### src/rtl/gray_ptr_counter.sv
// Up/down binary pointer counter with a zero-skew registered Gray image,
// plus an independent registered Gray-to-binary decoder for the far-side pointer.
module gray_ptr_counter #(
  parameter int          WIDTH     = 4,
  parameter int unsigned RESET_VAL = 0
) (
  input  logic             clk,
  input  logic             rst,
  input  logic             inc,
  input  logic             dec,
  input  logic             load,
  input  logic [WIDTH-1:0] load_val,
  output logic [WIDTH-1:0] bin_out,
  output logic [WIDTH-1:0] gray_out,
  output logic [WIDTH-1:0] gray_next,
  output logic             wrap,
  input  logic [WIDTH-1:0] gray_in,
  output logic [WIDTH-1:0] dec_bin_out
);

  localparam logic [WIDTH-1:0] RST_BIN = RESET_VAL[WIDTH-1:0];
  localparam logic [WIDTH-1:0] MAX_BIN = '1;

  function automatic logic [WIDTH-1:0] bin2gray(input logic [WIDTH-1:0] b);
    return b ^ (b >> 1);
  endfunction

  logic [WIDTH-1:0] r_bin;
  logic [WIDTH-1:0] r_gray;
  logic             r_wrap;
  logic [WIDTH-1:0] r_dec;

  logic [WIDTH-1:0] w_next;
  logic [WIDTH-1:0] w_gray_next;
  logic             w_wrap_next;
  logic [WIDTH-1:0] w_dec;

  always_comb begin
    w_next      = r_bin;
    w_wrap_next = 1'b0;
    if (rst) begin
      w_next = RST_BIN;
    end else if (load) begin
      w_next = load_val;
    end else if (inc && !dec) begin
      w_next      = r_bin + 1'b1;
      w_wrap_next = (r_bin == MAX_BIN);
    end else if (dec && !inc) begin
      w_next      = r_bin - 1'b1;
      w_wrap_next = (r_bin == '0);
    end
  end

  assign w_gray_next = bin2gray(w_next);

  // Each decoded bit is the XOR of all Gray bits at or above it; written as a
  // reduction per bit so there is no ripple chain through a single vector.
  generate
    for (genvar gi = 0; gi < WIDTH; gi++) begin : g_dec
      assign w_dec[gi] = ^(gray_in >> gi);
    end
  endgenerate

  always_ff @(posedge clk) begin
    if (rst) begin
      r_bin  <= RST_BIN;
      r_gray <= bin2gray(RST_BIN);
      r_wrap <= 1'b0;
      r_dec  <= '0;
    end else begin
      r_bin  <= w_next;
      r_gray <= w_gray_next;
      r_wrap <= w_wrap_next;
      r_dec  <= w_dec;
    end
  end

  assign bin_out     = r_bin;
  assign gray_out    = r_gray;
  assign gray_next   = w_gray_next;
  assign wrap        = r_wrap;
  assign dec_bin_out = r_dec;

endmodule
### config.mk
export PLATFORM = sky130hd
export DESIGN_NAME = gray_ptr_counter
export DESIGN_NICKNAME = d
export VERILOG_FILES = /design/src/rtl/gray_ptr_counter.sv
export SDC_FILE = /design/constraint.sdc
export NUM_CORES = 1
export LEC_CHECK = 0
export BUFFER_PORTS_ARGS = -buffer_cell sky130_fd_sc_hd__buf_2
export CORE_MARGIN = 1.5
export CORE_UTILIZATION = 37
export DETAILED_ROUTE_END_ITERATION = 10
export PLACE_DENSITY = 0.77
export SYNTH_ARGS = -nofsm -noshare
export SYNTH_HDL_FRONTEND = slang
export SYNTH_SLANG_ARGS = --single-unit
### constraint.sdc
create_clock -name clk -period 2.7 [get_ports clk]
set_input_delay 0.135 -clock clk [delete_from_list [all_inputs] [get_ports clk]]
set_output_delay 0.135 -clock clk [all_outputs]
set_load 0.05 [all_outputs]
==> results of run 1 <==
==> flip-flops by register name, summed over array words and instances (netlist names) <==
signal,flops
dec_bin_out,4
wrap,1
gray_out,3
bin_out,4
==> power by group through the flow <==
| stage | clock network [mW] | registers, mW | logic [mW] |
|---|---|---|---|
| finish | 0.106 | 0.203 | 0.201 |
| floorplan | 0 | 0.267 | 0.0979 |
| global route | 0.118 | 0.206 | 0.216 |
| global placement | 0 | 0.206 | 0.200 |
| detailed placement | 0 | 0.207 | 0.202 |
| CTS | 0.110 | 0.204 | 0.203 |
==> logic make-up after synthesis <==
family                     count (synthesis)  share of synthesized area
AOI/OAI and AO/OA                         10                      0.105
xor gates and xnor gates                  11                      0.152
adders and majority gates                  3                     0.0594
buffers and inverters                      7                     0.0534
DFF                                       12                      0.380
muxes                                      4                     0.0673
and+or+nand+nor                           22                      0.182
==> path summary, 6_finish.rpt <==
check | endpoint | slack [ns] | cells after the start | start
max | gray_next[1] | 0.32 | 8 | bin_out[0]
min | wrap | 0.10 | 2 | load
max reg2reg | gray_out[1] | 0.82 | 7 | bin_out[0]
min reg2reg | wrap | 0.63 | 2 | bin_out[2]
==> cell type report <==
cell class / instances / area share
inverter: 4 / 0.0186
timing repair buffer: 29 / 0.180
clock buffer: 3 / 0.0280
sequential: 12 / 0.298
tap: 16 / 0.0248
multi-input combinational: 50 / 0.450
==> worst max-delay path, stage by stage (launching register included) <==
cell and delay [ns]:
dfxtp_1 0.41, inv_1 0.10, ha_1 0.20, and3b_1 0.18
a21oi_1 0.14, xnor2_1 0.11, mux2i_1 0.27, mux2_1 0.35
buf_2 0.21
==> cell usage in the layout (no fill, tap or decap) <==
| cell | count |
|---|---|
| dfxtp_1 | 12 |
| nor3b_2 | 1 |
| nand2_1 | 6 |
| a32oi_1 | 1 |
| mux2_1 | 2 |
| mux2i_1 | 2 |
| nor2b_1 | 4 |
| a41oi_1 | 1 |
| and2_1 | 1 |
| inv_1 | 4 |
| nor3_1 | 1 |
| and3_1 | 1 |
| a21oi_1 | 4 |
| xor2_1 | 5 |
| a211oi_1 | 1 |
| buf_2 | 29 |
| a211oi_2 | 1 |
| nor2_1 | 6 |
| clkbuf_4 | 3 |
| and3b_1 | 1 |
| xnor2_1 | 6 |
| nand2b_1 | 1 |
| o211ai_1 | 1 |
| ha_1 | 3 |
| a31oi_1 | 1 |
==> routing by layer <==
| layer | global-route usage | up-vias | wire [um] |
|---|---|---|---|
| li1 | - | 292 | - |
| met1 | 0.165 | 258 | 528 |
| met2 | 0.253 | 18 | 667 |
| met3 | 0.0857 | 0 | 91 |
| met4 | 0.0303 | 0 | 0 |
| met5 | 0 | - | 0 |
==> impl_metrics.tcl, run 1 <==
set metrics [dict create \
    drc_errors 0 \
    p_sw_frac 0.405 \
    worstSkewPairLatency_ns 0.27 \
    syn_nets 85 \
    required_ns 2.57 \
    rsz0062_at_grt "no" \
    fin_crit_sh 0.883 \
    seqPwrFrac 0.399 \
    worstPathMaxFanout 5 \
    stdcell_count 114 \
    finalSetupViolCount 0 \
    drt_pass1_iterations 6 \
    cts_tree "built" \
    clkTransAtPathRegs_ns 0.07 \
    fin_hold_ws_ns 0.102 \
    via_per_inst 4.98 \
    fin_area_um2 806 \
    critical_path_arrival_ns 2.25 \
    cts_resized 0 \
    fill_cells 156 \
    grt_antenna_before_repair 0 \
    htreeDepth 1 \
    ys_seq_elements 12 \
    wl_per_cell_um 11.3 \
    synth_most_common_cell "dfxtp_1" \
    synth_area_leader_cell "dfxtp_1" \
    num_vias 568 \
    cts_sinks 12 \
    place_area_um2 783 \
    drt_iter0_markers 10 \
    grt_pass1_wl_um 2170 \
    end_kind "output port" \
    ant_nets 0 \
    dp.cells 111 \
    grt_use_total 0.150 \
    hold_class "in -> reg" \
    synthesis.area_per_instance_um2 9.16 \
    final_max_slew_viol_count 0 \
    irDropWorstVdd_v 0.000349 \
    p_int_mw 0.304 \
    path_class "reg -> out" \
    io_pins 30 \
    clockBufferDepth 2 \
    fin_skew_ns 0.00277 \
    max-slew-margin-rel 0.766 \
    hpwl_um 1030 \
    ys.warnings.count 0 \
    drive_gt1_frac 0.347 \
    coreArea_um2 1560 \
    power.leakage_nw 0.411 \
    synth_ff_type "dfxtp_1" \
    worstMarginPinSlew_ns 0.349 \
    fp.dieH_um 44.3 \
    synth.distinct_cells 24 \
    cp-start-kind "register" \
    grt_pass1_vias 522 \
    tns_ns 0 \
    fmaxAchievable_mhz 420 \
    ys_seq_area_frac 0.380 \
    syn-cell-area_um2 632 \
    status "complete, no violations" \
    die_w_um 44.3 \
    post-route-util 0.517 \
    cts_setup_buffers 0 \
    numCtsBuffers 3 \
    root_buffer "clkbuf_4" \
    final_hold_viol_count 0 \
    layout_setup_ws_ns 0.317 \
    fin_crit_ns 2.38 \
    core.rowCount 14 \
    cap_viol_max_count 0 \
    synth_common_cells "dfxtp_1, nand2_1, nor2_1, xnor2_1, xor2_1" \
    grt_overflow 0 \
    synth_top_area_share 0.380 \
    io_buffer_count 29 \
    syn2layout_area_growth_pct 27.5 \
    ys_top_cells_by_area "dfxtp_1, xnor2_1, xor2_1" \
    switchingPower_mw 0.207 \
    synthCells 69 \
    antenna_cells 0 \
    cts_hold_buffers 0 \
    async_flop_share 0 \
    final_nets 116 \
    die-area_um2 1960 \
    p_total_mw 0.510 \
    multi_input_area_um2 363 \
    pwr_density_cell_nw_per_um2 633 \
    gp_congestion 0.804 \
    synth_edf_count 0 \
    grt_max_degree 14 \
    post-place-ws_ns 0.598 \
    ff_latch_area_um2 240 \
    wl_um 1290 \
    start_util 0.405 \
    p_clk_frac 0.207 \
    p_comb_frac 0.394 \
]
(Power assumes the default switching activity.)
==> run 2, diff against run 1 <==
==> constraint.sdc (replaced) <==
create_clock -name clk -period 2.7 [get_ports clk]
set_input_delay 0.135 -clock clk [delete_from_list [all_inputs] [get_ports clk]]
set_output_delay 0.135 -clock clk [all_outputs]
set_load 0.02 [all_outputs]
==> run 2 against run 1 <==
Compared with the run above: final area is 1.1% higher; critical path depth did not move; maximum frequency grew 0.93%; clock skew hardly changed; largest cell class unchanged.
==> impl_metrics.tcl, run 2 (same netlist as run 1, synthesis figures left out) <==
set metrics [dict create \
    fin_crit_ns 2.36 \
    fin_skew_ns 0.00300 \
    io_buffer_count 29 \
    cts_tree "built" \
    worstSkewPairLatency_ns 0.27 \
    coreArea_um2 1560 \
    fin_crit_sh 0.875 \
    final_max_slew_viol_count 0 \
    antenna_cells 0 \
    seqPwrFrac 0.419 \
    cts_sinks 12 \
    syn2layout_area_growth_pct 28.9 \
    via_per_inst 5.03 \
    grt_antenna_before_repair 0 \
    drc_errors 0 \
    drive_gt1_frac 0.343 \
    required_ns 2.57 \
    end_kind "output port" \
    cts_resized 0 \
    grt_pass1_wl_um 2080 \
    wl_um 1290 \
    layout_setup_ws_ns 0.339 \
    grt_pass1_vias 519 \
    p_int_mw 0.333 \
    die-area_um2 1960 \
    path_class "reg -> out" \
    final_hold_viol_count 0 \
    tns_ns 0 \
    cp-start-kind "register" \
    worstMarginPinSlew_ns 0.356 \
    fmaxAchievable_mhz 424 \
    core.rowCount 14 \
    start_util 0.405 \
    cts_hold_buffers 0 \
    grt_max_degree 14 \
    max-slew-margin-rel 0.762 \
    rsz0062_at_grt "no" \
    wl_per_cell_um 11.2 \
    htreeDepth 1 \
    io_pins 30 \
    final_nets 116 \
    status "complete, no violations" \
    clkTransAtPathRegs_ns 0.07 \
    hold_path_depth 2 \
    p_clk_frac 0.287 \
    p_comb_frac 0.294 \
    finalSetupViolCount 0 \
    clockBufferDepth 2 \
    ant_nets 0 \
    irDropWorstVdd_v 0.000376 \
    numCtsBuffers 3 \
    p_total_mw 0.485 \
    power.leakage_nw 0.418 \
    layout_commonest_cell "buf_2" \
    gp_congestion 0.826 \
    num_vias 578 \
    switchingPower_mw 0.152 \
    cap_viol_max_count 0 \
    fp.dieH_um 44.3 \
    hpwl_um 1020 \
    hold_class "in -> reg" \
    grt_overflow 0 \
    p_sw_frac 0.314 \
    fill_cells 151 \
    drt_iter0_markers 6 \
    grt_use_total 0.143 \
    critical_path_arrival_ns 2.23 \
    root_buffer "clkbuf_4" \
    layout_common_cells "buf_2, dfxtp_1, nand2_1, nor2_1, xnor2_1" \
    r2r_cells 7 \
    pwr_density_cell_nw_per_um2 596 \
    cts_setup_buffers 0 \
    die_w_um 44.3 \
    drt_pass1_iterations 6 \
    post-place-ws_ns 0.640 \
    worstPathMaxFanout 5 \
]
==> run 2: cell count changes in the layout (fill, tap and decap cells not counted) <==
cell,before,now
a211oi_1,1,2
clkbuf_8,0,1
a211oi_2,1,0
==> run 2: metrics by stage <==
step           hold WS, ns   util  area [um2]  cells
6_report             0.100  0.522         815    115
5_1_grt             0.0963  0.522         815    115
4_1_cts             0.0960  0.522         815    115
3_5_place_dp         0.382  0.499         778    111
3_3_place_gp         0.372  0.499         778    111
2_1_floorplan        0.212      -         632     69
==> run 2: cell type report <==
| class | count | area (um2) | share of cell area |
|---|---|---|---|
| Sequential cell | 12 | 240 | 0.295 |
| Timing Repair Buffer | 29 | 145 | 0.178 |
| Tap cell | 16 | 20.0 | 0.0246 |
| Multi-Input combinational cell | 50 | 358 | 0.439 |
| Clock buffer | 4 | 36.3 | 0.0445 |
| Inverter | 4 | 15.0 | 0.0184 |
==> run 2: metal layers <==
layer,up-vias,track usage,wire length (um)
li1,290,-,-
met2,23,0.253,620
met5,-,0,0
met1,261,0.143,526
met3,4,0.0612,106
met4,0,0.0667,33
==> run 2: critical path: stages, from the launching register on <==
cell	delay [ns]
dfxtp_1	0.40
inv_1	0.12
ha_1	0.19
and3b_1	0.17
a21oi_1	0.14
xnor2_1	0.11
mux2i_1	0.30
mux2_1	0.37
buf_2	0.17
==> run 2: power by group through the flow <==
stage	clock network (mW)	registers (mW)	logic (mW)
finish	0.139	0.203	0.143
global route	0.150	0.205	0.157
CTS	0.145	0.203	0.143
detailed placement	0	0.207	0.143
global placement	0	0.207	0.139
floorplan	0	0.229	0.0766
==> run 2: worst paths after layout <==
path              startpoint              to  slack, ns
hold / removal    gray_in[3]  dec_bin_out[3]        0.1
setup reg to reg  bin_out[1]     gray_out[1]       0.81
setup / recovery  bin_out[1]    gray_next[1]       0.34
hold reg to reg   bin_out[2]            wrap       0.64
